**src/rtl/horner_eval_arbiter.sv**
```systemverilog
// Shares one horner_cubic_fsm evaluator between NUM_REQ AXI-stream requesters.
// Build option: define HORNER_ARB_FIXED_PRIO_EN for fixed priority (lowest index wins) instead of round-robin.
module horner_eval_arbiter #(
    parameter int NUM_REQ = 4,
    parameter int DATA_W  = 64,
    parameter int MAX_OUT = 4
) (
    input  logic                        clk,
    input  logic                        rst,
    input  logic [NUM_REQ-1:0]          req_tvalid,
    output logic [NUM_REQ-1:0]          req_tready,
    input  logic [NUM_REQ-1:0]          req_tlast,
    input  logic [NUM_REQ*DATA_W-1:0]   req_tdata,
    output logic                        ev_tvalid,
    input  logic                        ev_tready,
    output logic                        ev_tlast,
    output logic [DATA_W-1:0]           ev_tdata,
    input  logic                        res_tvalid,
    output logic                        res_tready,
    input  logic                        res_tlast,
    input  logic [DATA_W-1:0]           res_tdata,
    output logic [NUM_REQ-1:0]          rsp_tvalid,
    input  logic [NUM_REQ-1:0]          rsp_tready,
    output logic                        rsp_tlast,
    output logic [DATA_W-1:0]           rsp_tdata,
    output logic [$clog2(MAX_OUT):0]    outstanding,
    output logic                        err
);

    localparam int GW = $clog2(NUM_REQ);
    localparam int AW = (MAX_OUT > 1) ? $clog2(MAX_OUT) : 1;
    localparam int CW = $clog2(MAX_OUT) + 1;

    typedef enum logic {ARB, SEND} state_t;

    state_t          state, state_nx;
    logic [GW-1:0]   grant, grant_nx;
    logic [GW-1:0]   pick;
    logic            pick_ok;

    logic [GW-1:0]   tag_mem [MAX_OUT];
    logic [AW-1:0]   wr_ptr, rd_ptr;
    logic [GW-1:0]   head;
    logic            fifo_empty, fifo_full;
    logic            push, pop;

    function automatic logic [AW-1:0] ptr_inc(input logic [AW-1:0] p);
        return (p == AW'(MAX_OUT - 1)) ? '0 : p + 1'b1;
    endfunction

    assign fifo_empty = (outstanding == '0);
    assign fifo_full  = (outstanding == CW'(MAX_OUT));

`ifdef HORNER_ARB_FIXED_PRIO_EN
    always_comb begin
        pick    = '0;
        pick_ok = 1'b0;
        for (int unsigned i = 0; i < NUM_REQ; i++) begin
            if (!pick_ok && req_tvalid[i]) begin
                pick    = GW'(i);
                pick_ok = 1'b1;
            end
        end
    end
`else
    logic [GW-1:0] last_grant;
    logic [GW-1:0] idx;

    // Search starts one past the previous winner and wraps, so every requester gets a turn.
    always_comb begin
        pick    = '0;
        pick_ok = 1'b0;
        idx     = '0;
        for (int unsigned k = 1; k <= NUM_REQ; k++) begin
            idx = GW'((32'(last_grant) + k) % NUM_REQ);
            if (!pick_ok && req_tvalid[idx]) begin
                pick    = idx;
                pick_ok = 1'b1;
            end
        end
    end

    always_ff @(posedge clk) begin
        if (rst)
            last_grant <= GW'(NUM_REQ - 1);
        else if (push)
            last_grant <= grant;
    end
`endif

    assign push = (state == SEND) && req_tvalid[grant] && ev_tready && req_tlast[grant];

    always_ff @(posedge clk) begin
        if (rst) begin
            state <= ARB;
            grant <= '0;
        end else begin
            state <= state_nx;
            grant <= grant_nx;
        end
    end

    always_comb begin
        state_nx   = state;
        grant_nx   = grant;
        ev_tvalid  = 1'b0;
        ev_tlast   = 1'b0;
        ev_tdata   = '0;
        req_tready = '0;
        unique case (state)
            ARB: begin
                if (pick_ok && !fifo_full) begin
                    grant_nx = pick;
                    state_nx = SEND;
                end
            end
            SEND: begin
                ev_tvalid         = req_tvalid[grant];
                ev_tlast          = req_tlast[grant];
                ev_tdata          = req_tdata[grant*DATA_W +: DATA_W];
                req_tready[grant] = ev_tready;
                if (push)
                    state_nx = ARB;
            end
        endcase
    end

    // Result routing: the FIFO head names the requester that owns the packet now leaving the evaluator.
    assign head = tag_mem[rd_ptr];

    always_comb begin
        rsp_tvalid = '0;
        res_tready = 1'b0;
        if (!fifo_empty) begin
            rsp_tvalid[head] = res_tvalid;
            res_tready       = rsp_tready[head];
        end
    end

    assign rsp_tdata = res_tdata;
    assign rsp_tlast = res_tlast;
    assign pop       = res_tvalid && res_tready && res_tlast;

    always_ff @(posedge clk) begin
        if (push)
            tag_mem[wr_ptr] <= grant;
    end

    always_ff @(posedge clk) begin
        if (rst) begin
            wr_ptr      <= '0;
            rd_ptr      <= '0;
            outstanding <= '0;
            err         <= 1'b0;
        end else begin
            if (push)
                wr_ptr <= ptr_inc(wr_ptr);
            if (pop)
                rd_ptr <= ptr_inc(rd_ptr);
            unique case ({push, pop})
                2'b10:   outstanding <= outstanding + 1'b1;
                2'b01:   outstanding <= outstanding - 1'b1;
                default: outstanding <= outstanding;
            endcase
            if ((res_tvalid && fifo_empty) || (push && !pop && fifo_full) || (pop && fifo_empty))
                err <= 1'b1;
        end
    end

endmodule

```
**config.mk**
```make
export PLATFORM = sky130hd
export DESIGN_NAME = horner_eval_arbiter
export DESIGN_NICKNAME = d
export VERILOG_FILES = /design/src/rtl/horner_eval_arbiter.sv
export SDC_FILE = /design/constraint.sdc
export NUM_CORES = 1
export LEC_CHECK = 0
export BUFFER_PORTS_ARGS = -buffer_cell sky130_fd_sc_hd__buf_4
export CORE_AREA = 3 3 183 185
export CTS_CLUSTER_DIAMETER = 60
export CTS_CLUSTER_SIZE = 20
export DETAILED_ROUTE_END_ITERATION = 7
export DIE_AREA = 0 0 186 188
export SYNTH_ARGS = -nofsm -noshare
export SYNTH_HDL_FRONTEND = slang
export SYNTH_SLANG_ARGS = --single-unit
export TNS_END_PERCENT = 1
```
**constraint.sdc**
```tcl
create_clock -name clk -period 3.1 [get_ports clk]
set_input_delay 0 -clock clk [delete_from_list [all_inputs] [get_ports clk]]
set_output_delay 0 -clock clk [all_outputs]
set_load 0.01 [all_outputs]
```
======== Yosys cells after proc, flatten, opt, wreduce, memory -nomap -nowiden ========
Memory sizes are Yosys's and may differ from the RTL's. A register that Yosys moved wholly into a read port is not among the register bits.
Cells that the tools add are included.
word-level totals
  register bits ........................... 13
  memory bits (writable) .................. 8
  input bits .............................. 337
  output and inout bits ................... 144
  word-level logic and storage cells ...... 100
  memories kept ........................... 1
memories
  memory   depth  bits a word  read ports  clocked after memory_dff  wr ports  RTL line  RTL
  tag_mem  4      2            1           1                         1         41        logic [GW-1:0] tag_mem [MAX_OUT];
operators by class
  $add $sub $neg .......................... 8
  order comparisons ....................... 8
  equal/unequal tests ..................... 5
  shift operators ......................... 1
  muxes and demuxes ....................... 42
  bitwise gates (word level) .............. 3
  reductions and logical operators ........ 25
operators by type and width
  operator               count
  $shiftx A256 B9 Y64    1
  $mux W64               1
  $mux W1                20
  $lt A2 B3 Y1 const B   6
  $mux W2                8
  $logic_and A1 B1 Y1    15
  $bmux W1 S2            7
  $add A2 B1 Y2 const B  4
  $and A4 B4 Y4          2
  $mux W4                2
  $eq A2 B2 Y1 const B   3
  $pmux W3 S2            1
  $logic_not A1 Y1       5
  $add A2 B2 Y2 const B  2
  $demux W1 S2           2
  $ge A2 B1 Y1 const B   2
  $add A3 B1 Y3 const B  1
  $eq A3 B3 Y1 const B   1
  $logic_not A3 Y1       1
  $sub A3 B1 Y3 const B  1
  $eq A2 B1 Y1 const B   1
  $logic_or A1 B1 Y1     2
  $pmux W1 S2            1
  $reduce_and A2 Y1      1
  other kinds (2)        2

======== Longest topological paths before layout ========
Gate-level depths: netlist of the first run.
  depth in word-level cells ............... 16
  gate-level depth with buffers ........... 10
  depth with buffers taken out ............ 10

======== Worst setup path before layout of the first run ========
OpenSTA, ideal clock, no wires.
  path type ............................... reg2reg
  from .................................... register with a tool-made name
  to ...................................... register outstanding[2]
  setup time .............................. 0.070 ns
  arrival time ............................ 2.696 ns
  data required time ...................... 3.030 ns
  path slack .............................. 0.334 ns
  cell stages (with the launch flop) ...... 11
  buffers on the path ..................... 0
  clock period less this slack ............ 2.766 ns
  cell sequence ........................... dfxtp_1 -> mux4_2 -> mux2i_1 -> mux2_4 -> nor2_1 -> ha_1 -> inv_1 -> fa_1 -> xor2_1 -> or3_1 -> a21oi_1
RTL lines
  item                  RTL line  RTL
  end signal, assigned  161       2'b10: outstanding <= outstanding + 1'b1;
  end signal, assigned  162       2'b01: outstanding <= outstanding - 1'b1;
  end signal, assigned  163       default: outstanding <= outstanding;
  end, declared         26        output logic [$clog2(MAX_OUT):0] outstanding,

==> metrics.csv, run 1 <==
metric;value;unit
numPortBuffers;352;
longest_clk_path_bufs;2;
r2r-end;outstanding[2];
cts.htree.levels;1;
die_area;34970;um^2
fin_skew;8.897;ps
path_cells;mux4_2, mux2i_1, mux2_4, nor2_1, ha_1, inv_1, fa_1, xor2_1, or3_1, a21oi_1;
setup_repair_after_global_routing_missed_its_margin;false;
synth-warning-count;0;
critical_path_required;3280;ps
post-cts-setup-buffer-count;0;
first_global_vias;4107;
remaining_drc_errors;0;
highest_utilization_routing_layer_at_the_global_route_stage;met2;
worst_setup_path_end_kind;register;
worst-path-max-fanout;5;
post-route-worst-setup-slack;186.6;ps
signed_area_change_from_the_synthesized_netlist_to_the_final_layout;74.14;%
crit_path_max_incr_delay;580;ps
yosys.cell_types.count;32;
grt_max_degree;71;
synth_area_leaders;mux4_2 (42%), buf_4 (14%), and2_1 (12%);
finalCritPeriodShare;93.98;%
critical_path_class;reg -> reg;
floorplan.initialDensity;11.31;%
wl_per_cell;17.99;um
final_layout_size_suffix_gt1_share;70.96;%
final_max_slew_viol_count;0;
floorplan.io_pins;481;
status;finished, final reports clean;
overflow;0;
clock_latency;250;ps
postSynthNetCount;685;
detailroute.via_count;3800;
track_usage;9.905;%
mostFrequentLayoutCells;buf_4 (359), and2_1 (70), mux4_2 (68), nor2_1 (22), dfxtp_1 (12);
clock_sink_count;23;
finalHoldViolCount;0;
layout.cells.most_common;buf_4;
highest_delay_cell_along_the_critical_path;mux4_2;
post_cts.resized_instances;0;
leakage;2.765;nW
gr-usage-met3;3.725;%
power_density;240.0;nW/um^2
reg2regPathDepth;10;
synth_seq_cells;23;
ir_worst_vdd;0.1640;mV
post_drt_via_cell_ratio;3.718;
postCtsHoldBufs;0;
grt_util_met2;16.15;%
row_count;66;
synth_top_area_share;42.03;%
holdCritPathClass;in -> out;
post_synth_instance_area;3643;um^2
hpwlAfterDp;16.47;mm
tritoncts;yes;
instances_no_fill;1022;
detail_route.iter0.violations;111;
met1_usage_in_global_routing;13.12;%
maxCapViolations;0;
ant_nets;0;
fp.dieW;186;um
postSynthAreaPerCell;10.72;um^2
detail_route.first_pass.iterations;4;
critical_path.startpoint_type;register;
cts_made_buffers;3;
placeableCoreArea;32210;um^2
final_util;19.70;%
worst_hold_path.endpoint;rsp_tdata[48];
worstPathBufferInverterCount;1;
fmax;0.3432;GHz
post-place-cells;1017;
worst_ep_arrival_time;3100;ps
clkTransAtPathRegs;60;ps
clock_tree.root_cell;clkbuf_16;
tns;0;ps
drt_wl_total;18.39;mm
tightest_slew;780.2;ps
timing.hold.worst_path_depth;0;
first_pass_grt_wire_length;26.01;mm
minimum_clock_period;2913;ps
r2r_setup_slack;190;ps
worst_hold_launch;res_tdata[48];
die_h;188;um
setup-violations-final;0;
largest_area_contributor_in_the_synthesized_netlist;mux4_2;
dpl_worst_slack;199.8;ps
nNetsFinal;959;
antenna_found_initial;2;
maxSlewHeadroom;47.99;%
place.gp.congestion;0.7332;
worst_path_dominant_cell_family;multiplexers;
seq_area_frac_synth;14.84;%
netlist_instances;340;
## worst reg2reg max path, cell delays in order (launching register included)
cell and delay (ps):
dfxtp_1 370, mux4_2 580, mux2i_1 150, mux2_4 290, nor2_1 160, ha_1 220, inv_1 60, fa_1 380
xor2_1 160, or3_1 310, a21oi_1 160
## cells in the mapped netlist
library cell	count
buf_1	2
nand3_1	1
or4_1	1
mux2_4	1
nand2_1	7
nand3b_1	1
xor2_1	2
nand4_1	1
edfxtp_1	8
a21oi_1	8
and2_1	70
dfxtp_1	15
mux2i_1	4
nor3_1	5
nand2b_1	5
mux4_2	68
a211oi_1	1
clkbuf_1	15
buf_2	7
nor4_1	1
a311oi_1	1
ha_1	7
o22ai_1	1
a211o_1	1
nor2b_1	3
inv_1	9
nor2_1	22
fa_1	1
buf_4	66
or3_1	1
mux2_2	1
o21ai_0	4
## how the worst max path moves through the flow
| stage | start | end | slack (ps) | cells after the start |
|---|---|---|---|---|
| after detailed placement | register | outstanding[2] | 200 | 10 |
| after floorplan | register | outstanding[2] | 330 | 10 |
| after CTS | register | outstanding[2] | 190 | 10 |
| after global routing | register | outstanding[2] | 20 | 10 |
| after global placement | register | outstanding[2] | 270 | 10 |
| final | register | outstanding[2] | 190 | 10 |
## area by class of cell
cell class	count	area [um^2]
antenna	1	2.502
timing repair buffer	359	2695
clock buffer	4	78.83
multi-input combinational	218	2475
tap	408	510.5
inverter	9	33.78
fill	3599	25860
sequential	23	549.3
## power by group
part / switching, mW / leakage (nW) / internal [mW]
logic: 0.342 / 2.53 / 0.576
clock network: 0.0976 / 0.0382 / 0.175
registers: 0.00914 / 0.197 / 0.323
## registers in the layout (all words and copies together) (netlist names), named ones only
signal       count
grant            2
err              1
outstanding      3
rd_ptr           2
tag_mem          8
last_grant       2
wr_ptr           2
state            1
## per-layer routing
layer	up-vias	share of wire [%]
met1	1824	42
met4	4	0.29
met2	228	48
li1	1734	-
met5	-	0.18
met3	10	10
## cells by family after synthesis
logic type	after synthesis	share of synthesized area (%)
AND/OR/NAND/NOR	118	18.13
buffers and inverters	99	17.24
multiplexers	74	43.85
flip-flops	23	14.84
AO/OA/AOI/OAI	16	2.507
adder cells (fa/ha/maj)	8	2.953
XOR/XNOR	2	0.4809
## stage by stage
step | total power, mW | instance area, um^2 | hold slack (ps)
detailed placement | 1.273 | 6264 | 0.06862
CTS | 1.557 | 6342 | 0.06862
global route | 1.627 | 6342 | 0.03072
floorplan | 0.8567 | 3643 | 72.14
finish | 1.523 | 6345 | 0.002824
global placement | 1.264 | 6264 | 0.06862
(Power assumes the default switching activity.)
==> run 2, diff against run 1 <==
ABC_AREA = 1   (was default)
CORE_AREA = 3 3 188 190   (was 3 3 183 185)
DIE_AREA = 0 0 191 193   (was 0 0 186 188)
==> run 2 against run 1 <==
Against the previous run:
- count of clock-buffer cells in the layout shrank 1
- cell count grew 27%
- via count grew 46%
- combinational power grew 60%
- setup slack gained 160 ps
- utilization shrank 0.47 points
- total power grew 39%
- critical endpoint unchanged
- largest cell class unchanged
==> metrics.csv, run 2 <==
metric;value;unit
largest_register_ff_count;8;
final_max_slew_viol_count;0;
yosys.cell_types.count;32;
floorplan.io_pins;481;
mostFrequentLayoutCells;buf_4 (360), nand3_1 (145), a31oi_1 (65), a22oi_1 (64), nand2_1 (62);
postSynthAreaPerCell;6.287;um^2
placed_cell_area;6376;um^2
tritoncts;yes;
maxCapViolations;0;
signed_area_change_from_the_synthesized_netlist_to_the_final_layout;69.44;%
tightest_slew;889.3;ps
critical_path_class;reg -> reg;
detailroute.via_count;5537;
synth_top_area_share;19.02;%
leakage;2.881;nW
worst_ep_arrival_time;2890;ps
post_synth_instance_area;3816;um^2
power_density;326.8;nW/um^2
finalCritPeriodShare;88.71;%
r2r_setup_slack;350;ps
fillerInstances;3854;
netlist_top_cells_count;nand3_1 (145), buf_4 (66), a31oi_1 (65);
drt_wl_total;21.71;mm
postSynth.asyncResetShare;0;%
cell_with_the_most_instances_after_synthesis;nand3_1;
nNetsFinal;1199;
synth_edf_count;8;
status;finished, final reports clean;
clock_tree.root_cell;clkbuf_16;
fmax;0.3636;GHz
clkTransAtPathRegs;60;ps
overflow;0;
r2r-end;outstanding[2];
path_cells;inv_2, nor2_4, inv_1, o221ai_4, nor2_8, inv_2, ha_1, inv_1, fa_1, a21oi_1, o21ai_0, o21ai_0, a21oi_1;
number_of_antenna_cells_inserted;0;
critical_path_required;3240;ps
finalHoldViolCount;0;
layout.cells.most_common;buf_4;
clock_latency;250;ps
detail_route.first_pass.iterations;5;
minimum_clock_period;2750;ps
holdCritPathClass;in -> out;
remaining_drc_errors;0;
setup_repair_after_global_routing_missed_its_margin;false;
cts_made_buffers;3;
synth_seq_cells;23;
hpwlAfterDp;17.84;mm
wl_per_cell;16.68;um
tns;0;ps
clock_sink_count;23;
cts.htree.levels;1;
crit_path_max_incr_delay;460;ps
postSynthNetCount;952;
post-cts-setup-buffer-count;0;
numPortBuffers;352;
ant_nets;0;
antenna_found_initial;1;
die_area;36860;um^2
highest_delay_cell_along_the_critical_path;dfxtp_4;
reg2regPathDepth;13;
floorplan.initialDensity;11.35;%
first_pass_grt_wire_length;29.85;mm
detail_route.iter0.violations;402;
final_layout_size_suffix_gt1_share;44.78;%
synth_area_leaders;nand3_1 (19%), buf_4 (13%), a22oi_1 (13%);
ys.flop_type;dfxtp_1;
worst_setup_path_end_kind;register;
timing.critical_path.from;grant[0];
maxSlewHeadroom;40.71;%
critical_path.startpoint_type;register;
grt_max_degree;86;
seq_area_frac_synth;14.16;%
synth-warning-count;0;
track_usage;10.38;%
largest_area_contributor_in_the_synthesized_netlist;nand3_1;
first_global_vias;5168;
largest_registers;tag_mem (8), outstanding (3);
longest_clk_path_bufs;2;
largest-register;tag_mem;
post_drt_via_cell_ratio;4.256;
fp.dieW;191;um
die_h;193;um
placeableCoreArea;33620;um^2
fin_skew;3.924;ps
row_count;67;
ir_worst_vdd;0.2559;mV
setup-violations-final;0;
cp-endpoint;outstanding[2];
worst-path-max-fanout;14;
place.gp.congestion;0.8713;
post-route-cell-area;6466;um^2
regToRegStartpoint;grant[0];
netlist_instances;607;
[run 2: critical path, delay by kind of cell, from the launching register on]
kind            cells  cell delay, ps
compound gates      5             710
fa+ha+maj           2             540
buf+inv             4             500
flops               1             460
simple gates        2             430
[run 2: metal layers]
metal / routed length, um / global-route usage, %
met2: 10290 / 16.85
met5: 20 / 0
met1: 8451 / 13.43
met3: 2266 / 2.947
met4: 673 / 3.076
[run 2: cells by family (layout without fill, tap and decap cells)]
kind of cell    after synthesis  in the layout  synth area share (%)
simple gates                256            256                 31.61
buf+inv                     163            409                 23.34
compound gates              155            155                 27.41
flops                        23             23                 14.16
fa+ha+maj                     8              8                 2.820
xor+xnor                      2              2                0.6559
[run 2: power breakdown]
part	leakage (nW)	internal, mW	switching, mW
Combinational	2.64	0.641	0.829
Sequential	0.197	0.334	0.0331
Clock	0.0409	0.173	0.103
[run 2: layout make-up]
cell class	instances	area [um^2]	area share [%]
Clock buffer	3	75.07	1.161
Clock inverter	1	5.005	0.07740
Inverter	44	167.7	2.593
Multi-Input combinational cell	421	2397	37.07
Sequential cell	23	548.0	8.475
Tap cell	448	560.5	8.669
Timing Repair Buffer	361	2713	41.95
[run 2: worst min path at each step]
| stage | cells after the start | startpoint | endpoint | slack (ps) |
|---|---|---|---|---|
| global route | 0 | res_tdata[7] | rsp_tdata[7] | 0.03 |
| detailed placement | 0 | res_tdata[12] | rsp_tdata[12] | 0.07 |
| floorplan | 1 | rst | state | 70 |
| global placement | 0 | res_tdata[12] | rsp_tdata[12] | 0.07 |
| CTS | 0 | res_tdata[12] | rsp_tdata[12] | 0.07 |
| finish | 0 | res_tdata[20] | rsp_tdata[20] | 0.004 |
[run 2: per-stage QoR]
stage / utilization (%) / power, mW / cells / setup slack (ps) / hold WS, ps
3_3_place_gp: 18.97 / 1.856 / 1296 / 331.0 / 0.06862
5_1_grt: 19.24 / 2.262 / 1301 / 59.88 / 0.02534
6_report: 19.24 / 2.113 / 1301 / 350.1 / 0.003729
4_1_cts: 19.24 / 2.146 / 1301 / 334.3 / 0.06862
3_5_place_dp: 18.97 / 1.860 / 1296 / 346.4 / 0.06862
2_1_floorplan: - / 1.209 / 607 / 824.7 / 69.07
[run 2: repair_timing]
| item | CTS | global route |
|---|---|---|
| hold buffers | 1 | 0 |
| hold endpoints to repair | 2 | 0 |
| gates resized for setup | 0 | 0 |
